===== src/rtl/branch_cond_unit_pkg.sv =====
// ==== branch_cond_unit_pkg : shared condition codes and FSM states ====
// Revision 1.0
`default_nettype none

package branch_cond_unit_pkg;

  localparam logic [2:0] COND_ZR = 3'd0;
  localparam logic [2:0] COND_NZ = 3'd1;
  localparam logic [2:0] COND_PL = 3'd2;
  localparam logic [2:0] COND_MI = 3'd3;
  localparam logic [2:0] COND_GE = 3'd4;
  localparam logic [2:0] COND_LE = 3'd5;
  localparam logic [2:0] COND_AL = 3'd6;
  localparam logic [2:0] COND_NV = 3'd7;

  // Codes at or above this value are reserved.
  localparam int unsigned COND_RSVD_MIN = 8;

  typedef enum logic [1:0] {
    ST_IDLE = 2'd0,
    ST_EVAL = 2'd1,
    ST_HOLD = 2'd2
  } state_t;

endpackage

`default_nettype wire


===== src/rtl/branch_cond_eval.sv =====
// ==== branch_cond_eval : combinational branch-condition resolver ====
// Revision 1.0
`default_nettype none

module branch_cond_eval
  import branch_cond_unit_pkg::*;
#(
  parameter int DATA_W = 32,
  parameter int COND_W = 4
) (
  input  logic [COND_W-1:0] i_code,
  input  logic [DATA_W-1:0] i_operand,
  output logic              o_result,
  output logic              o_illegal
);

  logic w_sign;
  logic w_zero;

  assign w_sign = i_operand[DATA_W-1];
  assign w_zero = (i_operand == '0);

  always_comb begin
    o_illegal = (32'(i_code) >= COND_RSVD_MIN);
    o_result  = 1'b0;
    case (i_code[2:0])
      COND_ZR: o_result = w_zero;
      COND_NZ: o_result = !w_zero;
      COND_PL: o_result = !w_sign && !w_zero;
      COND_MI: o_result = w_sign;
      COND_GE: o_result = !w_sign;
      COND_LE: o_result = w_sign || w_zero;
      COND_AL: o_result = 1'b1;
      COND_NV: o_result = 1'b0;
      default: o_result = 1'b0;
    endcase
    if (o_illegal) begin
      o_result = 1'b0;
    end
  end

endmodule

`default_nettype wire


===== src/rtl/branch_cond_unit.sv =====
// ==== branch_cond_unit : registered branch evaluator with handshake and stats ====
// Revision 1.0
`default_nettype none

module branch_cond_unit
  import branch_cond_unit_pkg::*;
#(
  parameter int   DATA_W   = 32,
  parameter int   COND_LSB = 19,
  parameter int   COND_W   = 4,
  parameter logic INIT_VAL = 1'b0,
  parameter int   CNT_W    = 16
) (
  input  logic              clock,
  input  logic              clear,
  input  logic              con_in,
  input  logic [31:0]       ir,
  input  logic [DATA_W-1:0] bus_data,
  input  logic              con_ack,
  output logic              con_out,
  output logic              con_valid,
  output logic              busy,
  output logic              cond_illegal,
  output logic              overrun,
  output logic [CNT_W-1:0]  eval_count,
  output logic [CNT_W-1:0]  taken_count
);

  state_t              r_state;
  state_t              w_state_nxt;
  logic [COND_W-1:0]   r_cond;
  logic [DATA_W-1:0]   r_op;
  logic                r_con_out;
  logic                r_valid;
  logic                r_illegal;
  logic                r_overrun;
  logic [CNT_W-1:0]    r_eval_cnt;
  logic [CNT_W-1:0]    r_taken_cnt;
  logic                w_capture;
  logic                w_drop;
  logic                w_result;
  logic                w_illegal;
  logic                w_unused_ir;

  // Only the condition field of ir is consumed.
  assign w_unused_ir = ^ir;

  branch_cond_eval #(
    .DATA_W (DATA_W),
    .COND_W (COND_W)
  ) u_eval (
    .i_code    (r_cond),
    .i_operand (r_op),
    .o_result  (w_result),
    .o_illegal (w_illegal)
  );

  always_ff @(posedge clock or posedge clear) begin
    if (clear) begin
      r_state <= ST_IDLE;
    end else begin
      r_state <= w_state_nxt;
    end
  end

  always_comb begin
    w_state_nxt = r_state;
    w_capture   = 1'b0;
    w_drop      = 1'b0;
    case (r_state)
      ST_IDLE: begin
        if (con_in) begin
          w_capture   = 1'b1;
          w_state_nxt = ST_EVAL;
        end
      end
      ST_EVAL: begin
        w_state_nxt = ST_HOLD;
        w_drop      = con_in;
      end
      ST_HOLD: begin
        if (con_ack) begin
          w_capture   = con_in;
          w_state_nxt = con_in ? ST_EVAL : ST_IDLE;
        end else begin
          w_drop = con_in;
        end
      end
      default: w_state_nxt = ST_IDLE;
    endcase
  end

  always_ff @(posedge clock or posedge clear) begin
    if (clear) begin
      r_cond      <= '0;
      r_op        <= '0;
      r_con_out   <= INIT_VAL;
      r_valid     <= 1'b0;
      r_illegal   <= 1'b0;
      r_overrun   <= 1'b0;
      r_eval_cnt  <= '0;
      r_taken_cnt <= '0;
    end else begin
      if (w_capture) begin
        r_cond <= ir[COND_LSB +: COND_W];
        r_op   <= bus_data;
      end
      if (w_drop) begin
        r_overrun <= 1'b1;
      end
      if (r_state == ST_EVAL) begin
        r_valid   <= 1'b1;
        r_illegal <= w_illegal;
        // Reserved codes leave the previous result and the statistics untouched.
        if (!w_illegal) begin
          r_con_out <= w_result;
          if (r_eval_cnt != '1) begin
            r_eval_cnt <= r_eval_cnt + CNT_W'(1);
          end
          if (w_result && (r_taken_cnt != '1)) begin
            r_taken_cnt <= r_taken_cnt + CNT_W'(1);
          end
        end
      end else if ((r_state == ST_HOLD) && con_ack) begin
        r_valid   <= 1'b0;
        r_illegal <= 1'b0;
      end
    end
  end

  assign con_out      = r_con_out;
  assign con_valid    = r_valid;
  assign busy         = (r_state != ST_IDLE);
  assign cond_illegal = r_illegal;
  assign overrun      = r_overrun;
  assign eval_count   = r_eval_cnt;
  assign taken_count  = r_taken_cnt;

endmodule

`default_nettype wire


===== config.mk =====
export PLATFORM = sky130hd
export DESIGN_NAME = branch_cond_unit
export DESIGN_NICKNAME = d
export VERILOG_FILES = /design/src/rtl/branch_cond_unit_pkg.sv /design/src/rtl/branch_cond_eval.sv /design/src/rtl/branch_cond_unit.sv
export SDC_FILE = /design/constraint.sdc
export NUM_CORES = 1
export LEC_CHECK = 0
export ABC_CLOCK_PERIOD_IN_PS = 3070
export CAP_MARGIN = 25
export CORE_ASPECT_RATIO = 0.8
export CORE_MARGIN = 4
export CORE_UTILIZATION = 45
export DETAILED_ROUTE_END_ITERATION = 16
export PLACE_DENSITY = 0.77
export SETUP_SLACK_MARGIN = 0.15
export SLEW_MARGIN = 20
export SYNTH_ARGS = -nofsm -noshare
export SYNTH_HDL_FRONTEND = slang
export SYNTH_SLANG_ARGS = --single-unit

===== constraint.sdc =====
create_clock -name clock -period 3.07 [get_ports clock]
set_input_delay 0.4605 -clock clock [delete_from_list [all_inputs] [get_ports clock]]
set_output_delay 0.4605 -clock clock [all_outputs]
set_load 0.1 [all_outputs]

==> results of run 1 <==
[sequential cells by signal (all words and copies together), names as in the netlist]
signal,flops
con_out,1
cond_illegal,1
r_op,32
eval_count,16
taken_count,16
overrun,1
con_valid,1
r_state,2
r_cond,4
[synth_stat cells (5+ instances only)]
library cell,number
nor4_1,10
xnor2_1,25
xor2_1,5
nand4_1,14
ha_1,6
dfrtp_1,74
mux2_2,38
nand2_1,16
inv_1,12
nor2_1,10
nand3_1,20
[layer usage]
metal,global-route usage [%],vias to the layer above
met5,0,-
met4,5.53,0
met3,5.57,7
met2,26.6,62
met1,19.6,1183
li1,-,1170
[stage by stage]
step	std cells	area (um^2)
after global routing	474	4450
after global placement	458	4210
after CTS	474	4450
after floorplan	284	3420
after detailed placement	458	4210
final	474	4450
[layout make-up]
type / instances / area [um^2]
multi-input cells: 189 / 1480
clock inverters: 7 / 124
fillers: 635 / 2940
repair buffers: 78 / 696
inverters: 12 / 45.0
flip-flops and latches: 74 / 1850
clock buffers: 9 / 124
well taps: 105 / 131
[how the worst min path moves through the flow]
stage          startpoint       endpoint  slack (ns)
5_1_grt             clear  eval_count[8]        0.50
4_1_cts             clear  eval_count[6]        0.46
2_1_floorplan   r_cond[3]   cond_illegal        0.46
3_5_place_dp      overrun        overrun        0.46
6_report            clear  eval_count[3]        0.46
3_3_place_gp      overrun        overrun        0.45
[power groups by stage]
stage	logic (mW)	clock network [mW]	registers, mW
floorplan	0.807	0	2.05
global placement	1.61	0	1.56
detailed placement	1.65	0	1.58
CTS	1.65	0.951	1.56
global route	1.75	0.995	1.60
finish	1.64	0.928	1.56
[kinds of logic after synthesis]
logic type | count (synthesis)
AO/OA/AOI/OAI | 17
adder cells (fa/ha/maj) | 6
flip-flops | 74
buffers and inverters | 21
AND/OR/NAND/NOR | 97
multiplexers | 39
XOR/XNOR | 30
==> key figures, run 1 <==
Drt
  • Met3 wire length: between 400 and 500 um
  • DRC violations left: 0
  • Drt first pass iters: 4
  • Per-cell routed wire length: approximately 15 um
  • Iteration-0 DRC Markers: between 50 and 60
  • Max layer used: met4
  • Met1 wire length: approximately 3100 um
  • Via density per instance: just over 5
  • Vias post-DR: between 2000 and 2500
  • WL met2: between 3000 and 4000 um
  • Final wirelength: about 6900 um
  • Routed Antenna Nets: 0

Placed design
  • HPWL after DPL: between 5000 and 6000 um
  • GPL Wtd Cong: 0.817
  • Setup WS pre-CTS: between 0.5 and 0.6 ns
  • I/O Buffers: 76

Worst setup path
  • Reg2Reg Depth: 6
  • End of the critical path: taken_count[1]
  • Slowest-stage cell, CP: and3_1
  • Setup CP Type: reg2reg
  • Worst Path Arrival: ~2.8 ns
  • Critical path startpoint category: flip-flop
  • Critical Path End Type: flip-flop
  • Crit path cell chain: nor4_1 > nand4_1 > o2111ai_1 > and3_1 > nand3_2 > mux2_4
  • R2R Path End: taken_count[1]
  • Critical path depth: 6
  • Reg2reg setup slack: between 0.5 and 0.6 ns
  • Crit path launch: r_op[18]
  • Max FO, Critical Path: 14
  • Worst Path Required: approximately 3.3 ns
  • Peak per-stage delay on the critical path: 0.54 ns
  • Buf/Inv on CP: 0
  • RR Startpoint: r_op[18]
  • Crit path max-delay family: simple AND/OR/NAND/NOR gates

GRT
  • Vias in the first global route: roughly 2500
  • Global-route wire length before repair: 11600 um
  • Gr usage total: between 15 and 20%
  • GR Overflow Total: 0
  • Largest net degree at the start of global routing: 52
  • Antenna violations before repair: 0

CTS
  • Post-cts sizing count: 0
  • # hold bufs at CTS: 0
  • Clock root buffer: clkbuf_8
  • CTS tree: done
  • Max clock buf depth: 2
  • H-tree depth: 3
  • Clk slew on worst S/H paths: ~0.080 ns
  • CTS buffer count: 9
  • Setup bufs post-CTS: 0
  • Clock Sinks: 74
  • Clk_lat worst skew: approximately 0.35 ns

Cells and area
  • Post-layout util: 60.2%
  • Leading cell types in the layout, fill and taps excluded: dfrtp_1 (74), clkdlybuf4s50_1 (39), mux2_2 (38), buf_4 (38), xnor2_1 (25)
  • Layout area overhead: 30.0%
  • ANT cells: 0
  • Most common cell after layout, fill and taps aside: dfrtp_1
  • Share of layout cells above drive strength 1: between 20% and 30%
  • Nets: about 440

STA
  • Worst slew pin tran: between 0.6 and 0.7 ns
  • Relative slew slack: 57.9%
  • Period utilisation layout: between 80% and 90%
  • Final Hold Vio Count: 0
  • Peak Freq: 0.396 GHz
  • Setup ws final: about 0.55 ns
  • RSZ-0062 raised after global routing: no
  • Setup TNS: 0 ns
  • Skew final: 0.00740 ns
  • Fin crit period: ~2.5 ns
  • Max-slew violations: 0
  • Setup Viol. Count Final: 0
  • Worst hold slack: about 0.46 ns

Synth
  • Largest family of logic cells by synthesized area: simple AND/OR/NAND/NOR gates
  • Syn Inst Count: 284
  • Synth area leaders: dfrtp_1 (54%), mux2_2 (12%), xnor2_1 (6.4%), nand3_1 (2.9%), nand4_1 (2.6%)
  • Synthesized cell area: 3420 um^2
  • Compound-Gate Fraction of Synth Area: 3.91%
  • Mux contribution to synthesized area: about 13%
  • Async set-reset flop share out of synthesis: 100%
  • Dominant synthesized flop cell: dfrtp_1
  • Sequential area share after synthesis: approximately 54%
  • Post-synth top area share: 54.1%
  • Post-Synth Adder-Cell Area: between 2 and 2.5%
  • Syn nets: around 360
  • Synth Register Bits: 74
  • Syn. warnings: 0
  • Largest area contributor in the netlist: dfrtp_1
  • Avg Inst Size Synth: approximately 12 um^2
  • Xor/xnor cell area share of the yosys netlist: around 7.7%
  • Netlist cell types: 40
  • Post-synth EDFFs: 0
  • Simple logic cell fraction of the synthesized area: 16.2%

Floorplanning
  • Die height: 86.0 um
  • Core Footprint: roughly 7400 um^2
  • Starting Density: between 40% and 50%
  • Die ar.: about 9100 um^2
  • Io pins: between 100 and 150
  • Die X: ~110 um
  • Num rows: 28

Pwr
  • Net Sw Frac: 40.9%
  • Clock Power Share: around 23%
  • Internal: 2.44 mW
  • P_sw: 1.69 mW
  • Logic pwr share: 39.7%
  • Static leakage: between 1.5 and 2 nW
  • Max IR drop VDD: 0.000465 V
  • Total Power: between 4 and 5 mW
  • Reg power frac: a little under two fifths
  • Pwr per Cell Area: 927 nW/um^2

Outcome
  • Outcome: finished, final reports clean

Run
  • Number of max-cap violations: 0

Worst hold path
  • HP Class: in2async
(Power assumes the default switching activity.)
==> inputs of run 2 (changes only) <==
--- a/config.mk
+++ b/config.mk
@@ -5,13 +5,13 @@
 export SDC_FILE = /design/constraint.sdc
 export NUM_CORES = 1
 export LEC_CHECK = 0
-export ABC_CLOCK_PERIOD_IN_PS = 3070
+export ABC_CLOCK_PERIOD_IN_PS = 2240
 export CAP_MARGIN = 25
 export CORE_ASPECT_RATIO = 0.8
 export CORE_MARGIN = 4
-export CORE_UTILIZATION = 45
+export CORE_UTILIZATION = 42
 export DETAILED_ROUTE_END_ITERATION = 16
-export PLACE_DENSITY = 0.77
+export PLACE_DENSITY = 0.76
 export SETUP_SLACK_MARGIN = 0.15
 export SLEW_MARGIN = 20
 export SYNTH_ARGS = -nofsm -noshare
==> constraint.sdc (replaced) <==
create_clock -name clock -period 2.24 [get_ports clock]
set_input_delay 0.336 -clock clock [delete_from_list [all_inputs] [get_ports clock]]
set_output_delay 0.336 -clock clock [all_outputs]
set_load 0.1 [all_outputs]
==> run 2 against run 1 <==
- critical endpoint is now taken_count[2]
- register-to-register slack lost 0.28 ns
- critical path depth up 1
- combinational power is 49% higher
- fmax is 28% higher
- total power grew 39%
==> key figures, run 2 (synthesis gave the netlist of run 1 again) <==
Outcome
  • Outcome: finished, final reports clean

Floorplanning
  • Die height: roughly 90 um
  • Die X: 109 um
  • Num rows: 29
  • Io pins: between 100 and 150
  • Core Footprint: roughly 7900 um^2
  • Die ar.: between 9000 and 10000 um^2
  • Starting Density: about 43%

Placed design
  • Cells after DPL: roughly 470
  • GPL Wtd Cong: 0.838
  • Placed cell area: approximately 4300 um^2
  • I/O Buffers: between 70 and 80
  • HPWL after DPL: approximately 5300 um

CTS
  • Max clock buf depth: 2
  • Clock root buffer: clkbuf_8
  • H-tree depth: 3
  • Clock Sinks: 74
  • CTS buffer count: 9
  • Setup bufs post-CTS: 0
  • CTS tree: done
  • Clk slew on worst S/H paths: approximately 0.08 ns
  • Clk_lat worst skew: 0.35 ns

Cells and area
  • ANT cells: 0
  • Nets: between 400 and 500
  • Share of layout cells above drive strength 1: between 40% and 50%
  • Final-layout fill cell count: roughly 660
  • Layout area overhead: 35.7%
  • Number of flip-flops in the largest register: 32
  • Top reg by flops: r_op
  • Leading cell types in the layout, fill and taps excluded: dfrtp_1 (44), buf_4 (41), clkdlybuf4s50_1 (39), mux2_2 (38), dfrtp_2 (27)
  • Fin cells: 484
  • Design Area, Final: about 4600 um^2
  • Most common cell after layout, fill and taps aside: dfrtp_1

GRT
  • Global-route wire length before repair: around 12000 um
  • Largest net degree at the start of global routing: 42
  • Gr usage total: between 10% and 20%
  • GR Overflow Total: 0
  • Vias in the first global route: approximately 2500
  • Antenna violations before repair: 0

STA
  • Max-slew violations: 0
  • Worst slew pin tran: roughly 0.59 ns
  • Skew final: 0.0148 ns
  • Final Hold Vio Count: 0
  • Setup Viol. Count Final: 0
  • Relative slew slack: around 60%
  • Peak Freq: 0.506 GHz
  • Fin crit period: 1.98 ns
  • RSZ-0062 raised after global routing: yes
  • Period utilisation layout: 88.3%

Worst setup path
  • Worst Path Required: 2.47 ns
  • Critical Path End Type: flip-flop
  • Critical path startpoint category: flip-flop
  • Setup CP Type: reg2reg
  • Max FO, Critical Path: 13
  • Worst Path Arrival: about 2.2 ns

Drt
  • Final wirelength: around 7300 um
  • Routed Antenna Nets: 0
  • Iteration-0 DRC Markers: a little over 80
  • Per-cell routed wire length: 15.1 um
  • DRC violations left: 0
  • Via density per instance: 5.06
  • Drt first pass iters: 4
  • Vias post-DR: roughly 2500

Worst hold path
  • HP Class: in2async

Pwr
  • Static leakage: roughly 1.9 nW
  • Max IR drop VDD: 0.000637 V
  • Pwr per Cell Area: between 1000 and 1500 nW/um^2

Run
  • Number of max-cap violations: 0
[run 2: changes by cell type in the layout (fill, tap and decap cells not counted), moves of 5 or more]
| cell | delta |
|---|---|
| dfrtp_1 | -30 |
| dfrtp_2 | +27 |
| nor4_1 | -8 |
| nor4_2 | +5 |
[run 2: timing repair]
item,CTS,global route
setup endpoints to repair,13,16
pin swaps,0,2
hold buffers,0,0
resized for setup,3,16
[run 2: routing by layer]
| layer | vias up | global-route usage (%) | share of wire, % |
|---|---|---|---|
| met5 | - | 0 | 0 |
| met1 | 1192 | 19.8 | 44 |
| met2 | 60 | 25.8 | 48 |
| met3 | 10 | 4.96 | 6.5 |
| li1 | 1189 | - | - |
| met4 | 0 | 5.39 | 1.3 |
[run 2: path summary, 6_finish.rpt]
path | from | to | slack (ns) | depth (start not counted)
max | r_op[17] | taken_count[2] | 0.26 | 7
min | clear | con_out | 0.40 | 2
max reg2reg | r_op[17] | taken_count[2] | 0.26 | 7
min in group clock | overrun | overrun | 0.48 | 1
max in group asynchronous | clear | con_valid | 1.25 | 3
min reg2reg | overrun | overrun | 0.48 | 1
[run 2: worst max-delay path, stage by stage, from the launching register on]
cell and delay [ns]:
dfrtp_1 0.42, nor4_4 0.32, nand4_1 0.21, o2111ai_2 0.25
and3_1 0.24, buf_6 0.17, nand4_1 0.12, xnor2_1 0.14
[run 2: final cells by class]
cell class	instances	area (um^2)	area share (%)
inverters	12	48.8	1.05
flip-flops and latches	74	1900	40.8
clock buffers	11	141	3.04
clock inverters	5	55.1	1.18
multi-input cells	189	1590	34.2
repair buffers	85	781	16.8
well taps	108	135	2.91
[run 2: power breakdown]
group	switching, mW	total (mW)	internal [mW]	leakage [nW]
logic	1.50	2.44	0.947	0.899
clock network	0.482	1.02	0.541	0.0953
registers	0.462	2.28	1.82	0.880
[run 2: through the flow]
step                power [mW]  hold slack (ns)  util [%]  TNS [ns]  worst slack [ns]
floorplan                 3.95            0.460         -  -0.00254          -0.00254
global placement          4.47            0.454      54.6         0             0.177
detailed placement        4.56            0.465      54.6         0             0.110
CTS                       5.62            0.404      57.3         0             0.163
global route              6.06            0.440      58.5         0             0.110
finish                    5.75            0.397      58.5         0             0.262
